$ cat config.mk
export PLATFORM = sky130hd
export DESIGN_NAME = pipe_hazard_ctrl_flat
export DESIGN_NICKNAME = d
export VERILOG_FILES = /design/src/rtl/pipe_hazard_if.sv /design/src/rtl/pipe_hazard_ctrl.sv /design/src/flat_wrapper.sv
export SDC_FILE = /design/constraint.sdc
export NUM_CORES = 1
export LEC_CHECK = 0
export CAP_MARGIN = 20
export CORE_AREA = 2 2 58 60
export DETAILED_ROUTE_END_ITERATION = 6
export DIE_AREA = 0 0 60 62
export PLACE_DENSITY = 0.82
export SETUP_SLACK_MARGIN = 0.5
export SYNTH_ARGS = -nofsm -noshare
export SYNTH_HDL_FRONTEND = slang
export SYNTH_SLANG_ARGS = --single-unit
export TNS_END_PERCENT = 100
$ cat constraint.sdc
create_clock -name clk -period 5.15 [get_ports clk]
set_input_delay 0.7725 -clock clk [delete_from_list [all_inputs] [get_ports clk]]
set_output_delay 0.7725 -clock clk [all_outputs]
set_load 0.01 [all_outputs]
$ cat src/rtl/pipe_hazard_if.sv
// Bundle between the pipeline datapath and the hazard controller.
// master: the pipeline side (drives hazard sources, receives stall/flush).
// slave:  the hazard controller.
interface pipe_hazard_if;
  logic [4:0]  id_rs1;
  logic [4:0]  id_rs2;
  logic        id_use_rs1;
  logic        id_use_rs2;
  logic [4:0]  ex_rd;
  logic        ex_reg_write;
  logic        ex_mem_read;
  logic [4:0]  mem_rd;
  logic        mem_reg_write;
  logic        ex_branch_taken;
  logic        ex_mc_start;
  logic        mc_done;
  logic        pc_stall;
  logic        if_id_stall;
  logic        if_id_flush;
  logic        id_ex_stall;
  logic        id_ex_flush;
  logic [1:0]  state;
  logic [15:0] stall_cnt;

  modport master (
    output id_rs1, id_rs2, id_use_rs1, id_use_rs2,
    output ex_rd, ex_reg_write, ex_mem_read, mem_rd, mem_reg_write,
    output ex_branch_taken, ex_mc_start, mc_done,
    input  pc_stall, if_id_stall, if_id_flush, id_ex_stall, id_ex_flush,
    input  state, stall_cnt
  );

  modport slave (
    input  id_rs1, id_rs2, id_use_rs1, id_use_rs2,
    input  ex_rd, ex_reg_write, ex_mem_read, mem_rd, mem_reg_write,
    input  ex_branch_taken, ex_mc_start, mc_done,
    output pc_stall, if_id_stall, if_id_flush, id_ex_stall, id_ex_flush,
    output state, stall_cnt
  );
endinterface

$ cat src/rtl/pipe_hazard_ctrl.sv
// Pipeline hazard controller: data hazards (bubble via LU), taken branches
// (FLUSH) and multi-cycle ops (MC_WAIT freeze), plus a saturating stall counter.
// Build option: define HAZ_FORWARD_EN when the datapath has full forwarding,
// so only load-use against EX needs a stall; otherwise EX and MEM producers
// both stall the ID instruction.
module pipe_hazard_ctrl (
  input  logic              clk,
  input  logic              rst_n,
  pipe_hazard_if.slave      bus
);

  typedef enum logic [1:0] {
    RUN     = 2'd0,
    LU      = 2'd1,
    FLUSH   = 2'd2,
    MC_WAIT = 2'd3
  } state_t;

  state_t      state_reg, state_next;
  logic [15:0] stall_cnt_reg;
  logic        hz_rs1, hz_rs2, hz;
  logic        pc_stall_next, if_id_stall_next, if_id_flush_next;
  logic        id_ex_stall_next, id_ex_flush_next;

  // Does a source operand depend on a producer that cannot forward in time.
  function automatic logic src_hazard(input logic [4:0] rs, input logic use_rs,
                                      input logic [4:0] ex_rd, input logic ex_wr,
                                      input logic ex_load, input logic [4:0] mem_rd,
                                      input logic mem_wr);
    logic dep;
`ifdef HAZ_FORWARD_EN
    dep = (rs == ex_rd) && ex_wr && ex_load;
`else
    dep = ((rs == ex_rd) && ex_wr) || ((rs == mem_rd) && mem_wr);
`endif
    return use_rs && (rs != 5'd0) && dep;
  endfunction

  assign hz_rs1 = src_hazard(bus.id_rs1, bus.id_use_rs1, bus.ex_rd, bus.ex_reg_write,
                             bus.ex_mem_read, bus.mem_rd, bus.mem_reg_write);
  assign hz_rs2 = src_hazard(bus.id_rs2, bus.id_use_rs2, bus.ex_rd, bus.ex_reg_write,
                             bus.ex_mem_read, bus.mem_rd, bus.mem_reg_write);
  assign hz     = hz_rs1 || hz_rs2;

  // State register; reset returns to RUN immediately.
  always_ff @(posedge clk or negedge rst_n) begin
    if (!rst_n) state_reg <= RUN;
    else        state_reg <= state_next;
  end

  // Next state and control outputs from current state and hazard sources.
  always_comb begin
    state_next       = state_reg;
    pc_stall_next    = 1'b0;
    if_id_stall_next = 1'b0;
    if_id_flush_next = 1'b0;
    id_ex_stall_next = 1'b0;
    id_ex_flush_next = 1'b0;
    case (state_reg)
      RUN: begin
        if (bus.ex_branch_taken) begin
          if_id_flush_next = 1'b1;
          id_ex_flush_next = 1'b1;
          state_next       = FLUSH;
        end else if (bus.ex_mc_start) begin
          // An op that finishes in its start cycle needs no freeze.
          if (!bus.mc_done) begin
            pc_stall_next    = 1'b1;
            if_id_stall_next = 1'b1;
            id_ex_stall_next = 1'b1;
            state_next       = MC_WAIT;
          end else begin
            state_next = RUN;
          end
        end else if (hz) begin
          pc_stall_next    = 1'b1;
          if_id_stall_next = 1'b1;
          id_ex_flush_next = 1'b1;
          state_next       = LU;
        end else begin
          state_next = RUN;
        end
      end
      LU: begin
        if (bus.ex_branch_taken) begin
          if_id_flush_next = 1'b1;
          id_ex_flush_next = 1'b1;
          state_next       = FLUSH;
        end else if (hz) begin
          pc_stall_next    = 1'b1;
          if_id_stall_next = 1'b1;
          id_ex_flush_next = 1'b1;
          state_next       = LU;
        end else begin
          state_next = RUN;
        end
      end
      FLUSH: begin
        // EX holds a bubble this cycle, so only a new branch matters.
        if (bus.ex_branch_taken) begin
          if_id_flush_next = 1'b1;
          id_ex_flush_next = 1'b1;
          state_next       = FLUSH;
        end else begin
          state_next = RUN;
        end
      end
      MC_WAIT: begin
        // The whole front end is frozen; branches and hazards cannot advance.
        if (bus.mc_done) begin
          state_next = RUN;
        end else begin
          pc_stall_next    = 1'b1;
          if_id_stall_next = 1'b1;
          id_ex_stall_next = 1'b1;
          state_next       = MC_WAIT;
        end
      end
      default: state_next = RUN;
    endcase
  end

  // Stall cycle counter, saturating at all ones.
  always_ff @(posedge clk or negedge rst_n) begin
    if (!rst_n)
      stall_cnt_reg <= 16'd0;
    else if (pc_stall_next && (stall_cnt_reg != 16'hFFFF))
      stall_cnt_reg <= stall_cnt_reg + 16'd1;
  end

  // Outputs are forced low for the whole time reset is asserted.
  assign bus.pc_stall    = rst_n && pc_stall_next;
  assign bus.if_id_stall = rst_n && if_id_stall_next;
  assign bus.if_id_flush = rst_n && if_id_flush_next;
  assign bus.id_ex_stall = rst_n && id_ex_stall_next;
  assign bus.id_ex_flush = rst_n && id_ex_flush_next;
  assign bus.state       = state_reg;
  assign bus.stall_cnt   = stall_cnt_reg;

endmodule

$ cat src/flat_wrapper.sv
// flat-port wrapper written by rule: the top's interface ports become plain ports
module pipe_hazard_ctrl_flat 
  (clk, rst_n, bus_id_rs1, bus_id_rs2, bus_id_use_rs1, bus_id_use_rs2, bus_ex_rd, bus_ex_reg_write, bus_ex_mem_read, bus_mem_rd, bus_mem_reg_write, bus_ex_branch_taken, bus_ex_mc_start, bus_mc_done, bus_pc_stall, bus_if_id_stall, bus_if_id_flush, bus_id_ex_stall, bus_id_ex_flush, bus_state, bus_stall_cnt);
  pipe_hazard_if bus_i ();
  input  logic clk;
  input  logic rst_n;
  input wire logic [$bits(bus_i.id_rs1)-1:0] bus_id_rs1;
  input wire logic [$bits(bus_i.id_rs2)-1:0] bus_id_rs2;
  input wire logic [$bits(bus_i.id_use_rs1)-1:0] bus_id_use_rs1;
  input wire logic [$bits(bus_i.id_use_rs2)-1:0] bus_id_use_rs2;
  input wire logic [$bits(bus_i.ex_rd)-1:0] bus_ex_rd;
  input wire logic [$bits(bus_i.ex_reg_write)-1:0] bus_ex_reg_write;
  input wire logic [$bits(bus_i.ex_mem_read)-1:0] bus_ex_mem_read;
  input wire logic [$bits(bus_i.mem_rd)-1:0] bus_mem_rd;
  input wire logic [$bits(bus_i.mem_reg_write)-1:0] bus_mem_reg_write;
  input wire logic [$bits(bus_i.ex_branch_taken)-1:0] bus_ex_branch_taken;
  input wire logic [$bits(bus_i.ex_mc_start)-1:0] bus_ex_mc_start;
  input wire logic [$bits(bus_i.mc_done)-1:0] bus_mc_done;
  output wire logic [$bits(bus_i.pc_stall)-1:0] bus_pc_stall;
  output wire logic [$bits(bus_i.if_id_stall)-1:0] bus_if_id_stall;
  output wire logic [$bits(bus_i.if_id_flush)-1:0] bus_if_id_flush;
  output wire logic [$bits(bus_i.id_ex_stall)-1:0] bus_id_ex_stall;
  output wire logic [$bits(bus_i.id_ex_flush)-1:0] bus_id_ex_flush;
  output wire logic [$bits(bus_i.state)-1:0] bus_state;
  output wire logic [$bits(bus_i.stall_cnt)-1:0] bus_stall_cnt;
  assign bus_i.id_rs1 = bus_id_rs1;
  assign bus_i.id_rs2 = bus_id_rs2;
  assign bus_i.id_use_rs1 = bus_id_use_rs1;
  assign bus_i.id_use_rs2 = bus_id_use_rs2;
  assign bus_i.ex_rd = bus_ex_rd;
  assign bus_i.ex_reg_write = bus_ex_reg_write;
  assign bus_i.ex_mem_read = bus_ex_mem_read;
  assign bus_i.mem_rd = bus_mem_rd;
  assign bus_i.mem_reg_write = bus_mem_reg_write;
  assign bus_i.ex_branch_taken = bus_ex_branch_taken;
  assign bus_i.ex_mc_start = bus_ex_mc_start;
  assign bus_i.mc_done = bus_mc_done;
  assign bus_pc_stall = bus_i.pc_stall;
  assign bus_if_id_stall = bus_i.if_id_stall;
  assign bus_if_id_flush = bus_i.if_id_flush;
  assign bus_id_ex_stall = bus_i.id_ex_stall;
  assign bus_id_ex_flush = bus_i.id_ex_flush;
  assign bus_state = bus_i.state;
  assign bus_stall_cnt = bus_i.stall_cnt;
  pipe_hazard_ctrl u_core (.clk(clk), .rst_n(rst_n), .bus(bus_i));
endmodule
# Word level (Yosys, flattened, before mapping)

Index checks and enable logic that the tools add are counted.

Equal/unequal tests: 8
Muxes and demuxes: 22
Reductions and logical operators: 20
Add/sub/neg operators: 1

Operator list:

| operator                | count |
|---|---|
| $eq A5 B5 Y1            | 4 |
| $add A16 B1 Y16 const B | 1 |
| $ne A16 B16 Y1 const B  | 1 |
| $logic_and A1 B1 Y1     | 13 |
| $mux W1                 | 13 |
| $mux W2                 | 5 |
| $reduce_bool A5 Y1      | 2 |
| $pmux W2 S4             | 1 |
| $pmux W1 S3             | 2 |
| $eq A2 B2 Y1 const B    | 2 |
| $logic_or A1 B1 Y1      | 3 |
| $reduce_or A3 Y1        | 1 |
| $eq A2 B1 Y1 const B    | 1 |
| $logic_not A2 Y1        | 1 |
| $pmux W1 S2             | 1 |

Input port bits: 30
Output and inout bits: 23
Logic and storage cells: 53
Register bits: 18

# Logic depth before layout (Yosys ltp)

Depth in word-level cells: 10
Depth in mapped cells: 9
Gate-level depth less buffers: 8

# Worst setup path before layout

OpenSTA, ideal clock, no wires.

Path type: input-to-output
Start: input port bus_mem_rd[1]
End: output port bus_pc_stall
Slack: 1.953 ns
Stages: 8
Data arrival time: 2.425 ns
Required time: 4.378 ns
Path buffers: 2
Path through: xnor2_1 > nand4_1 > o22ai_2 > a32oi_2 > o31a_4 > buf_6 > nor3b_1 > buf_4

Longest elaborated chain between the ends: 10
Elaborated cells on any way between the ends: 15
Those cells by class: eq/ne (2); mux (5); reduce/logical (8)

RTL lines:

| element                 | line                   | source |
|---|---|---|
| from (decl)             | flat_wrapper.sv:14     | `input wire logic [$bits(bus_i.mem_rd)-1:0] bus_mem_rd;` |
| $eq A5 B5 Y1            | pipe_hazard_ctrl.sv:34 | `dep = ((rs == ex_rd) && ex_wr) \|\| ((rs == mem_rd) && mem_wr);` |
| $logic_and A1 B1 Y1     | pipe_hazard_ctrl.sv:34 |  |
| $logic_or A1 B1 Y1      | pipe_hazard_ctrl.sv:34 |  |
| $logic_and A1 B1 Y1     | pipe_hazard_ctrl.sv:36 | `return use_rs && (rs != 5'd0) && dep;` |
| $logic_or A1 B1 Y1 (*)  | pipe_hazard_ctrl.sv:43 | `assign hz = hz_rs1 \|\| hz_rs2;` |
| $mux W1 (*)             | n/a                    |  |
| $mux W1 (2 in series)   | n/a                    |  |
| $pmux W1 S3 (*)         | n/a                    |  |
| $logic_and A1 B1 Y1 (*) | n/a                    |  |
| to (decl)               | flat_wrapper.sv:19     | `output wire logic [$bits(bus_i.pc_stall)-1:0] bus_pc_stall;` |

Every way passes the cells marked *; elsewhere a longest branch is shown, timed or not.

# Final worst setup path

Start: input port bus_id_rs2[1]
End: output port bus_pc_stall

Longest elaborated chain between the ends: 10
Elaborated cells on any way between the ends: 15
Those cells by class: eq/ne (2); mux (5); reduce/logical (8)

RTL lines:

| element                 | line                                           | source |
|---|---|---|
| from (decl)             | flat_wrapper.sv:8                              | `input wire logic [$bits(bus_i.id_rs2)-1:0] bus_id_rs2;` |
| $eq A5 B5 Y1            | pipe_hazard_ctrl.sv:34                         |  |
| $logic_and A1 B1 Y1     | pipe_hazard_ctrl.sv:34                         |  |
| $logic_or A1 B1 Y1      | pipe_hazard_ctrl.sv:34                         |  |
| $logic_and A1 B1 Y1 (*) | pipe_hazard_ctrl.sv:36                         |  |
| $logic_or A1 B1 Y1 (*)  | pipe_hazard_ctrl.sv:43                         |  |
| $mux W1 (*)             | pipe_hazard_ctrl.sv:75, pipe_hazard_ctrl.sv:89 |  |
| $mux W1                 | pipe_hazard_ctrl.sv:65                         | `end else if (bus.ex_mc_start) begin` |
| $mux W1                 | pipe_hazard_ctrl.sv:61                         | `if (bus.ex_branch_taken) begin` |
| $pmux W1 S3 (*)         | pipe_hazard_ctrl.sv:59                         | `case (state_reg)` |
| $logic_and A1 B1 Y1 (*) | pipe_hazard_ctrl.sv:132                        | `assign bus.pc_stall = rst_n && pc_stall_next;` |

Marks and branches as above.

==> qor.txt <==
routed vias = 1304
Commonest cells post-synth = xnor2_1, dfrtp_1, xor2_1
clock-pin transition on the worst setup and hold timing paths = 0.10 ns
syn avg cell area = 9.79 um^2
Final Hold Vio Count = 0
most frequently used cell type in the post-synthesis netlist = xnor2_1
r2r setup slk = 2.86 ns
Setup TNS Final = 0 ns
pre-CTS setup slack = 1.09 ns
async set-reset flop share out of synthesis = 100%
Hold Path Stages = 1
RSZ-0062 raised after global routing = false
final setup fails = 0
Layout area overhead = 41.4%
initial antenna violation count = 0
Setup Skew = 0.00268 ns
Syn Inst Count = 142
Hold-fix buffers, CTS = 0
Initial Utilization = 43.7%
Crit Path Class = in -> out
IO Pins = 53
antenna cell count = 0
Clock Tree Root = clkbuf_4
Leak = 0.815 nW
Vias per Instance = 5.43
crit end category = primary output
R2R depth = 7
All-Layer GR Usage = 19.2%
die area = 0.00372 mm^2
hpwl dp = 2.71 mm
status = finished, final reports clean
CP Data Arrival Time = 3.27 ns
wirelength, routed = 3.47 mm
design area = 0.00197 mm^2
sw power = 0.166 mW
PortBufs = 51
clock buffer depth = 2
syn_nets = 179
register area share after synthesis = 32.4%
layout net count = 233
CP Launch Type = primary input
Residual DRC = 0
Synth Warn # = 0
Yosys reg bits = 18
Core Rows = 21
pin count of the biggest net entering global routing = 23
Power Total = 0.462 mW
Hold WS = 0.512 ns
setup slack after layout = 1.11 ns
Cell variety after synth = 39
Top FF cell, synth = dfrtp_1
H-tree depth = 1
Fmax = 0.248 GHz
relative slew slack = 62.5%
fin crit share = 78.4%
min-delay worst type = reg -> reg
Switching Fraction = 35.9%
Cell Pwr Density = 235 mW/mm^2
Die H = 62 um
Resized cells post-CTS = 0
Clock Power Share = 15.1%
# clock sinks = 18
Max-Cap Viols = 0
vias in the first global route = 1335
area leader, netlist = dfrtp_1
global route overflow = 0
core area = 0.00318 mm^2
Post-Place Cell Area = 0.00194 mm^2
postcts setup bufs = 0
Hold Crit Start = u_core.bus.stall_cnt[8]$_DFFE_PN0P_
Mapped Area = 0.00139 mm^2
Slew Viols, Final = 0
CP required = 4.38 ns
routed length per instance = 14.5 um
CP max FO = 16
register share of total power = 39.6%
Peak VDD IR = 0.245 mV
CTS tree = built
Area contributors post-synth = dfrtp_1, xnor2_1, xor2_1, ha_1, nand2_1
FF-to-FF Start = u_core.bus.state[0]$_DFF_PN0_
DRT iter0 DRCs = 57
top cell type's share of synthesized area = 32.4%
fraction of layout cells with a size suffix above 1 = 7.22%
GPL Wtd Cong = 0.737
min Tclk post-route = 4.04 ns
Inserted Clock Buffers = 3
hold endpoint = u_core.bus.stall_cnt[8]$_DFFE_PN0P_
clk_lat worst skew = 0.29 ns
number of flip-flops in the largest register = 16
reg-to-reg endpoint = u_core.bus.stall_cnt[3]$_DFFE_PN0P_
Worst-Margin Slew = 0.563 ns
Post-synth EDFFs = 0
chip width = 60 um
Pint = 0.296 mW
drt pass-1 iters = 4
combinational fraction of design power = 45.3%
first-pass GRT wire length = 5.48 mm
post-route antenna net violation count = 0
## layout by cell type, fill, tap and decap left out, drive strengths merged, types with 2 or more instances in the layout
cell and instances:
clkdlybuf4s50 51, mux2 3, clkbuf 3, nor3b 2, nand3 4, xor2 12
nor3 5, or4 2, ha 7, or4b 2, o22ai 3, a21oi 3
xnor2 22, o21ai 2, nor4b 4, nand4 6, nand2 11, and3 5
dfrtp 18, nor2 7, nor4 6, inv 3, o2111ai 2
## worst max-delay path by stage
stage	slack (ns)	to	startpoint	cells past startpoint
5_1_grt	0.95	bus_pc_stall	bus_id_rs2[3]	8
3_3_place_gp	1.16	bus_if_id_stall	bus_id_rs2[2]	8
2_1_floorplan	1.95	bus_pc_stall	bus_mem_rd[1]	8
4_1_cts	1.07	bus_pc_stall	bus_id_rs2[3]	8
3_5_place_dp	1.09	bus_pc_stall	bus_id_rs2[3]	8
6_report	1.11	bus_pc_stall	bus_id_rs2[1]	8
## cell type report
type,count,area [um^2]
fill,281,1210
inverter,3,11.3
multi-input combinational,118,906
sequential,18,450
clock buffer,3,22.5
timing repair buffer,52,518
tap,46,57.6
## routing by layer
metal,GRT usage [%],vias up,part of all wire (%)
met5,0,-,0
met4,8.57,0,2.4
met3,2.90,11,6.3
met2,35.2,49,49
met1,22.1,618,43
li1,-,626,-
## power groups by stage
stage | clock network (mW) | logic, mW | registers (mW)
3_5_place_dp | 0 | 0.211 | 0.185
3_3_place_gp | 0 | 0.203 | 0.184
5_1_grt | 0.0768 | 0.233 | 0.187
4_1_cts | 0.0698 | 0.212 | 0.183
6_report | 0.0699 | 0.209 | 0.183
2_1_floorplan | 0 | 0.108 | 0.189
## worst max-delay path, cell delays in order
cell             delay, ns
clkdlybuf4s50_1       0.54
xnor2_1               0.13
nand4_1               0.15
o22ai_2               0.20
a32oi_2               0.16
o31a_4                0.44
nor3b_1               0.27
clkdlybuf4s50_1       0.59
## cell families after synthesis
group | synth area share [%]
adders and majority gates | 6.30
DFF | 32.4
and+or+nand+nor | 25.6
buffers and inverters | 2.43
AOI/OAI and AO/OA | 8.91
muxes | 2.43
xor gates and xnor gates | 22.0
## per-stage QoR
stage               util [%]  cells
floorplan                  -    142
finish                  61.8    240
global placement        61.1    237
global route            61.8    240
detailed placement      61.1    237
CTS                     61.8    240
No activity file was read; power rests on OpenSTA's default activity.
